`config.mk`:
```
export PLATFORM = sky130hd
export DESIGN_NAME = piso_tx_ctrl
export DESIGN_NICKNAME = d
export VERILOG_FILES = /design/src/rtl/piso_tx_ctrl.sv
export SDC_FILE = /design/constraint.sdc
export NUM_CORES = 1
export LEC_CHECK = 0
export ABC_AREA = 1
export CORE_MARGIN = 2
export CORE_UTILIZATION = 46
export DETAILED_ROUTE_END_ITERATION = 12
export PLACE_DENSITY = 0.73
export SLEW_MARGIN = 25
export SYNTH_ARGS = -nofsm -noshare
export SYNTH_HDL_FRONTEND = slang
export SYNTH_SLANG_ARGS = --single-unit
```
`constraint.sdc`:
```
create_clock -name sys_clk -period 1.3 [get_ports sys_clk]
set_input_delay 0.26 -clock sys_clk [delete_from_list [all_inputs] [get_ports sys_clk]]
set_output_delay 0.26 -clock sys_clk [all_outputs]
set_load 0.01 [all_outputs]
```
`src/rtl/piso_tx_ctrl.sv`:
```
// -----------------------------------------------------------------------------
// piso_tx_ctrl
//
// Serial transmit controller built around a parallel-in/serial-out shift
// register. It accepts one N-bit word at a time over a valid/ready handshake.
// Each word is shifted out MSB first, and every bit is held for DIV clocks.
// An optional idle gap of GAP bit periods separates consecutive frames.
//
// Ports:
//   sys_clk    in   system clock, rising-edge active
//   sys_rst_n  in   asynchronous active-low reset
//   in_valid   in   upstream word available
//   in_data    in   upstream word (N bits), sampled only on accept
//   in_ready   out  controller can accept a word (high only in IDLE)
//   sout       out  serial data, MSB first (0 outside SHIFT)
//   sout_en    out  high while a frame bit is on sout
//   busy       out  high whenever the controller is not IDLE
//   done       out  one-cycle pulse after the last bit period of a frame
// -----------------------------------------------------------------------------
module piso_tx_ctrl #(
    parameter int N   = 8,
    parameter int DIV = 4,
    parameter int GAP = 1
) (
    input  logic         sys_clk,
    input  logic         sys_rst_n,
    input  logic         in_valid,
    input  logic [N-1:0] in_data,
    output logic         in_ready,
    output logic         sout,
    output logic         sout_en,
    output logic         busy,
    output logic         done
);

    localparam int GAP_CYCLES = GAP * DIV;

    localparam int BIT_W = (N > 1) ? $clog2(N) : 1;
    localparam int DIV_W = (DIV > 1) ? $clog2(DIV) : 1;
    // A zero-length gap still needs a one-bit counter so that the
    // declaration stays legal. The GAP state is unreachable in that case.
    localparam int GAP_W = (GAP_CYCLES > 0) ? $clog2(GAP_CYCLES + 1) : 1;

    localparam logic [BIT_W-1:0] BIT_LAST = BIT_W'(N - 1);
    localparam logic [DIV_W-1:0] DIV_LAST = DIV_W'(DIV - 1);
    localparam logic [GAP_W-1:0] GAP_LAST = GAP_W'((GAP_CYCLES > 0) ? GAP_CYCLES - 1 : 0);

    typedef enum logic [1:0] {
        ST_IDLE  = 2'd0,
        ST_SHIFT = 2'd1,
        ST_GAP   = 2'd2
    } state_t;

    state_t           state_reg,   state_next;
    logic [N-1:0]     shreg_reg,   shreg_next;
    logic [BIT_W-1:0] bit_cnt_reg, bit_cnt_next;
    logic [DIV_W-1:0] div_cnt_reg, div_cnt_next;
    logic [GAP_W-1:0] gap_cnt_reg, gap_cnt_next;
    logic             done_reg,    done_next;

    // State register
    always_ff @(posedge sys_clk or negedge sys_rst_n) begin
        if (!sys_rst_n) begin
            state_reg   <= ST_IDLE;
            shreg_reg   <= '0;
            bit_cnt_reg <= '0;
            div_cnt_reg <= '0;
            gap_cnt_reg <= '0;
            done_reg    <= 1'b0;
        end else begin
            state_reg   <= state_next;
            shreg_reg   <= shreg_next;
            bit_cnt_reg <= bit_cnt_next;
            div_cnt_reg <= div_cnt_next;
            gap_cnt_reg <= gap_cnt_next;
            done_reg    <= done_next;
        end
    end

    // Next-state logic
    always_comb begin
        state_next   = state_reg;
        shreg_next   = shreg_reg;
        bit_cnt_next = bit_cnt_reg;
        div_cnt_next = div_cnt_reg;
        gap_cnt_next = gap_cnt_reg;
        done_next    = 1'b0;

        case (state_reg)
            ST_IDLE: begin
                if (in_valid) begin
                    shreg_next   = in_data;
                    bit_cnt_next = '0;
                    div_cnt_next = '0;
                    state_next   = ST_SHIFT;
                end
            end

            ST_SHIFT: begin
                if (div_cnt_reg == DIV_LAST) begin
                    div_cnt_next = '0;
                    if (bit_cnt_reg == BIT_LAST) begin
                        // Last bit period is over. done is registered, so it
                        // rises together with the first GAP/IDLE cycle.
                        done_next    = 1'b1;
                        bit_cnt_next = '0;
                        if (GAP_CYCLES > 0) begin
                            gap_cnt_next = '0;
                            state_next   = ST_GAP;
                        end else begin
                            state_next   = ST_IDLE;
                        end
                    end else begin
                        shreg_next   = {shreg_reg[N-2:0], 1'b0};
                        bit_cnt_next = bit_cnt_reg + 1'b1;
                    end
                end else begin
                    div_cnt_next = div_cnt_reg + 1'b1;
                end
            end

            ST_GAP: begin
                if (gap_cnt_reg == GAP_LAST) begin
                    gap_cnt_next = '0;
                    state_next   = ST_IDLE;
                end else begin
                    gap_cnt_next = gap_cnt_reg + 1'b1;
                end
            end

            default: begin
                state_next = ST_IDLE;
            end
        endcase
    end

    // Outputs are pure decodes of the registered state, so they follow reset
    // immediately without waiting for a clock edge.
    assign in_ready = (state_reg == ST_IDLE);
    assign busy     = ~in_ready;
    assign sout_en  = (state_reg == ST_SHIFT);
    assign sout     = sout_en & shreg_reg[N-1];
    assign done     = done_reg;

endmodule

```
==> results of run 1 <==
-- report_power, final --
group	total [mW]	internal (mW)	switching [mW]
sequential	0.950	0.810	0.139
combinational	2.05	0.917	1.13
clock	0.314	0.120	0.194
-- kinds of logic after synthesis --
group	share of synthesized area [%]
adders and majority gates	6.32
AOI/OAI and AO/OA	6.45
and+or+nand+nor	32.5
DFF	48.0
buffers and inverters	6.70
-- area by class of cell --
cell class,count,area (um^2)
fillers,145,524
well taps,27,33.8
clock buffers,4,26.3
multi-input cells,93,576
flip-flops and latches,19,475
repair buffers,35,313
inverters,13,53.8
-- stage by stage --
stage | TNS, ps | setup slack (ps)
finish | -956 | -103
global route | -1730 | -180
CTS | -904 | -118
detailed placement | -1390 | -163
global placement | -1220 | -146
floorplan | 0 | 13.4
-- cells in the final DEF (no fill, tap or decap), types with 2 or more instances in the layout --
cell / count
buf_2: 3
buf_4: 16
buf_6: 3
clkbuf_4: 3
clkdlybuf4s50_1: 10
dfrtp_1: 19
ha_1: 2
ha_4: 2
inv_1: 9
inv_2: 3
nand2_1: 47
nand2_2: 12
nand3_1: 4
nand3_2: 2
nand3_4: 3
nor2_1: 3
nor2_4: 3
o21ai_0: 4
o21ai_1: 5
-- cell usage after synthesis (2+ instances only) --
cell     count  share of area (%)
a21oi_1      2                1.0
dfrtp_1     19                 48
o21ai_0      4                2.0
nor2_1       4                1.5
o21ai_1      5                2.5
inv_1       10                3.8
inv_2        2               0.76
nor2_2       2                1.3
ha_1         5                6.3
nand3_1      6                3.0
buf_4        2                1.5
nand2_1     60                 23
-- critical path: cells and delay by family (launching register included) --
family | cells | cell delay (ps)
simple gates | 3 | 280
buf+inv | 1 | 120
fa+ha+maj | 2 | 350
flops | 1 | 430
compound gates | 1 | 180
-- routing by layer --
| layer | global-route usage (%) | vias up | wire length (um) |
|---|---|---|---|
| met3 | 4.46 | 2 | 101 |
| met2 | 32.2 | 20 | 1250 |
| met1 | 28.1 | 431 | 1050 |
| met4 | 4.05 | 0 | 12 |
| li1 | - | 472 | - |
| met5 | 0 | - | 0 |
-- worst min path at each step --
| stage | start | end | slack (ps) |
|---|---|---|---|
| CTS | sys_rst_n | bit_cnt_reg[0] | 280 |
| global placement | shreg_reg[4] | shreg_reg[4] | 460 |
| detailed placement | shreg_reg[4] | shreg_reg[4] | 470 |
| finish | sys_rst_n | bit_cnt_reg[0] | 270 |
| floorplan | sys_rst_n | bit_cnt_reg[0] | -40 |
| global route | sys_rst_n | bit_cnt_reg[0] | 300 |
-- timing repair --
action | 4_1_cts | 5_1_grt
setup endpoints to repair | 14 | 21
hold buffers | 0 | 0
gates resized for setup | 29 | 21
pin swaps | 6 | 10
gates cloned | 1 | 0
setup buffers | 4 | 3
endpoints found under the hold margin | 0 | 0
==> impl_metrics.yaml, run 1 <==
die:
  floorplan.die.width_um: 50.4
  die_h_um: 50.4
  pin_count: 16
  floorplan.die_area_mm2: 0.00254
  placement_rows: 16
  design.core.area_mm2: 0.00200
  initial_core_util_pct: 49.4
layout:
  p_r_area_growth_vs_syn_pct: 49.3
  finish.utilization_pct: 73.8
  post_layout_nets: 181
  post-route-cell-area_mm2: 0.00148
  final_cells: 191
  antenna_cells: 0
  largest_register_ff_count: 8
  layout-drive-gt1-share_pct: 35.4
critical_path:
  crit_arrival_ps: 1660
  rr_startpoint: "bit_cnt_reg[1]"
  worst_case_reg_to_reg_path_depth: 7
  critical_path_required_ps: 1560
  cp-startpoint: "bit_cnt_reg[1]"
  rr_endpoint: "shreg_reg[5]"
  setup.worst_path.class: "register to register"
  crit_fanout: 7
  critPathCapture: "shreg_reg[5]"
  cp-start-kind: "register"
  crit_slowest_cell: "dfrtp_1"
  ff2ff_setup_slack_ps: -100
  worst_setup_path_end_kind: "register"
  cpPeakStageDelay_ps: 430
  path_cells: "ha_4, ha_4, a21oi_4, nand3_4, inv_6, nand2_2, nand2_2"
power:
  worst_ir_drop_vdd_v: 0.00126
  design_power_total_mw: 3.31
  total_leakage_power_nw: 0.776
  powerDensity_mw_per_mm2: 2240
placement:
  io_buffers: 15
  placement.cell_area_mm2: 0.00126
  placedCellCount: 179
  hpwlAfterDp_mm: 1.49
  globalplace.congestion: 0.843
worst_hold_path:
  hold_path_class: "primary input to async pin"
sta:
  relSlewSlack_pct: 83.2
  drv_slew: 0
  rsz0062_at_grt: "true"
  final_min_period_over_clock_period_pct: 108
  worst-slew-pin-transition_ps: 251
  hold_slack_ps: 271
  clock_skew_ps: 9.24
  achievable-frequency_ghz: 0.713
  final_hold_viol_count: 0
  setup-violations-final: 12
  final_period_minus_worst_setup_slack_ps: 1400
  post-route-worst-setup-slack_ps: -103
synth:
  yosys_register_bits: 19
  synth.cell_area_um2: 990
  number_of_flops_mapped_to_enable_cells_by_yosys: 0
  synthArstFlopShare_pct: 100
  syn-num-nets: 142
  yosys_warnings: 0
  synth_area_per_cell_um2: 7.85
  seq_area_frac_synth_pct: 48.0
  synthesis.instances: 126
  netlist-cell-type-count: 17
  synthFlopType: "dfrtp_1"
detailed_routing:
  wl_mm: 2.41
  wl_per_cell_um: 12.6
  ant_nets: 0
  drt_pre_antenna_iters: 4
  vias: 925
  vias_per_cell: 4.84
  detail_route.iter0.violations: 16
  route.detailed.drc: 0
clocking:
  cts_inserted_buffers: 3
  cts_num_sinks: 19
  tritoncts: "built"
  ctsHtreeMaxLevel: 1
  clock_path_buffers: 2
  cts.clk_slew.worst_paths_ps: 110
  clock_insertion_delay_worst_skew_ps: 310
  cts_root_buffer_type: "clkbuf_4"
status:
  result_of_the_run: "finished with violations"
  violations_in_the_final_reports: "setup timing"
grt:
  track_usage_pct: 20.1
  first_pass_grt_wire_length_mm: 3.84
  via_count_of_the_first_global_routing_pass: 845
  grt_antenna_before_repair: 0
  globalRouteOverflowTotal: 0
  grt_max_degree: 20
run:
  max-cap-violations: 0
Power figures use the tool's default switching activity.
==> run 2: changes to the inputs <==
--- a/config.mk
+++ b/config.mk
@@ -9,7 +9,9 @@
 export CORE_MARGIN = 2
 export CORE_UTILIZATION = 46
 export DETAILED_ROUTE_END_ITERATION = 12
+export HOLD_SLACK_MARGIN = 0.15
 export PLACE_DENSITY = 0.73
+export SETUP_SLACK_MARGIN = 0.05
 export SLEW_MARGIN = 25
 export SYNTH_ARGS = -nofsm -noshare
 export SYNTH_HDL_FRONTEND = slang
==> run 2 against run 1 <==
Against the previous run:
- the run still ends with setup timing left
- global-route usage grew 1.7 points
- via count grew 7.2%
- fmax shrank 0.84%
- power grew 2.8%
- first-iteration DRC count shrank 13%
- critical endpoint is now busy
- clock power shrank 3%
- highest routed layer unchanged
- clock skew shrank 8.1 ps
- largest power group unchanged
==> impl_metrics.yaml, run 2 (synthesis results as in run 1) <==
sta:
  relSlewSlack_pct: 83.0
  drv_slew: 0
  final_period_minus_worst_setup_slack_ps: 1410
  final_min_period_over_clock_period_pct: 109
  achievable-frequency_ghz: 0.707
  hold_slack_ps: 288
  final_hold_viol_count: 0
  clock_skew_ps: 1.09
  setup-violations-final: 12
  worst-slew-pin-transition_ps: 254
  rsz0062_at_grt: "true"
  post-route-worst-setup-slack_ps: -115
layout:
  post_layout_nets: 181
  mostFrequentLayoutCells: "nand2_1 (47), dfrtp_1 (18), nand2_2 (13), buf_4 (13)"
  finish.utilization_pct: 73.8
  antenna_cells: 0
  p_r_area_growth_vs_syn_pct: 49.2
  mostFrequentLayoutCell: "nand2_1"
  layout-drive-gt1-share_pct: 36.0
  largest_register_ff_count: 8
placement:
  globalplace.congestion: 0.767
  io_buffers: 15
die:
  pin_count: 16
  initial_core_util_pct: 49.4
  die_h_um: 50.4
  floorplan.die.width_um: 50.4
  design.core.area_mm2: 0.00200
  placement_rows: 16
  floorplan.die_area_mm2: 0.00254
detailed_routing:
  ant_nets: 0
  vias: 992
  detail_route.iter0.violations: 14
  drt_pre_antenna_iters: 4
  route.detailed.drc: 0
  wl_mm: 2.64
  wl_per_cell_um: 13.8
  vias_per_cell: 5.19
clocking:
  clock_path_buffers: 2
  tritoncts: "built"
  ctsHtreeMaxLevel: 1
  cts_num_sinks: 19
  cts_root_buffer_type: "clkbuf_4"
  clock_insertion_delay_worst_skew_ps: 290
  cts.clk_slew.worst_paths_ps: 110
  cts_inserted_buffers: 3
grt:
  grt_max_degree: 20
  met2_track_demand_over_resource_pct: 42.3
  first_pass_grt_wire_length_mm: 4.07
  grt_antenna_before_repair: 0
  via_count_of_the_first_global_routing_pass: 936
  globalRouteOverflowTotal: 0
  track_usage_pct: 21.8
  global_route.usage.met1_pct: 22.8
  grt_busiest_layer: "met2"
  grt.met3_usage_pct: 3.87
critical_path:
  cp-startpoint: "state_reg[1]"
  setup.worst_path.class: "register to primary output"
  rr_startpoint: "bit_cnt_reg[0]"
  crit_arrival_ps: 1150
  cpPeakStageDelay_ps: 460
  path_cells: "buf_6, nor2_4, inv_1, buf_2"
  worst_setup_path_end_kind: "primary output"
  cp-start-kind: "register"
  critical_path_required_ps: 1040
  crit_fanout: 4
  crit_slowest_cell: "dfrtp_2"
status:
  violations_in_the_final_reports: "setup timing"
  result_of_the_run: "finished with violations"
power:
  powerDensity_mw_per_mm2: 2300
  total_leakage_power_nw: 0.778
  design_power_total_mw: 3.40
  worst_ir_drop_vdd_v: 0.00163
worst_hold_path:
  hold_path_class: "primary input to async pin"
run:
  max-cap-violations: 0
-- run 2: metal layers --
metal  up-vias  routed length (um)
met5         -                   0
met3         8                  87
met1       486                 987
met2        25                1530
li1        473                   -
met4         0                  42
-- run 2: report_power, final --
part           switching (mW)  internal (mW)  total [mW]
clock network           0.192          0.114       0.306
registers               0.155          0.813       0.968
logic                    1.17          0.960        2.13
total                    1.52           1.89        3.40
-- run 2: through the flow --
| stage | instance area, um^2 | cells | TNS [ps] | worst slack [ps] |
|---|---|---|---|---|
| detailed placement | 1270 | 177 | -1750 | -211 |
| CTS | 1400 | 187 | -1140 | -133 |
| finish | 1480 | 191 | -1170 | -115 |
| global placement | 1270 | 177 | -1480 | -186 |
| floorplan | 1020 | 126 | 0 | 42.5 |
| global route | 1480 | 191 | -1900 | -161 |
-- run 2: final cells by class --
class                      count  area (um^2)
sequential                    19          477
clock inverter                 1         5.00
fill                         168          526
tap                           27         33.8
inverter                      13         53.8
clock buffer                   3         22.5
multi-input combinational     93          563
timing repair buffer          35          322
-- run 2: worst paths after layout --
path | slack, ps | cells past startpoint | end
worst min register to register | 490 | 2 | shreg_reg[2]
max in group asynchronous | 790 | 2 | state_reg[1]
min in group sys_clk | 490 | 2 | shreg_reg[2]
worst min-delay path | 290 | 2 | done
worst max register to register | -110 | 7 | shreg_reg[6]
worst max-delay path | -110 | 4 | busy
-- run 2: what timing repair did --
item / CTS / global route
endpoints found under the hold margin: 0 / 0
gates cloned: 1 / 0
pin swaps: 6 / 6
gates resized for setup: 38 / 15
buffers inserted: 5 / 4
hold buffers: 0 / 0
endpoints found under the setup margin: 19 / 23
-- run 2: critical path, delay by kind of cell, from the launching register on --
| kind | cells | cell delay, ps |
|---|---|---|
| buffers and inverters | 3 | 300 |
| DFF | 1 | 460 |
| and+or+nand+nor | 1 | 90 |
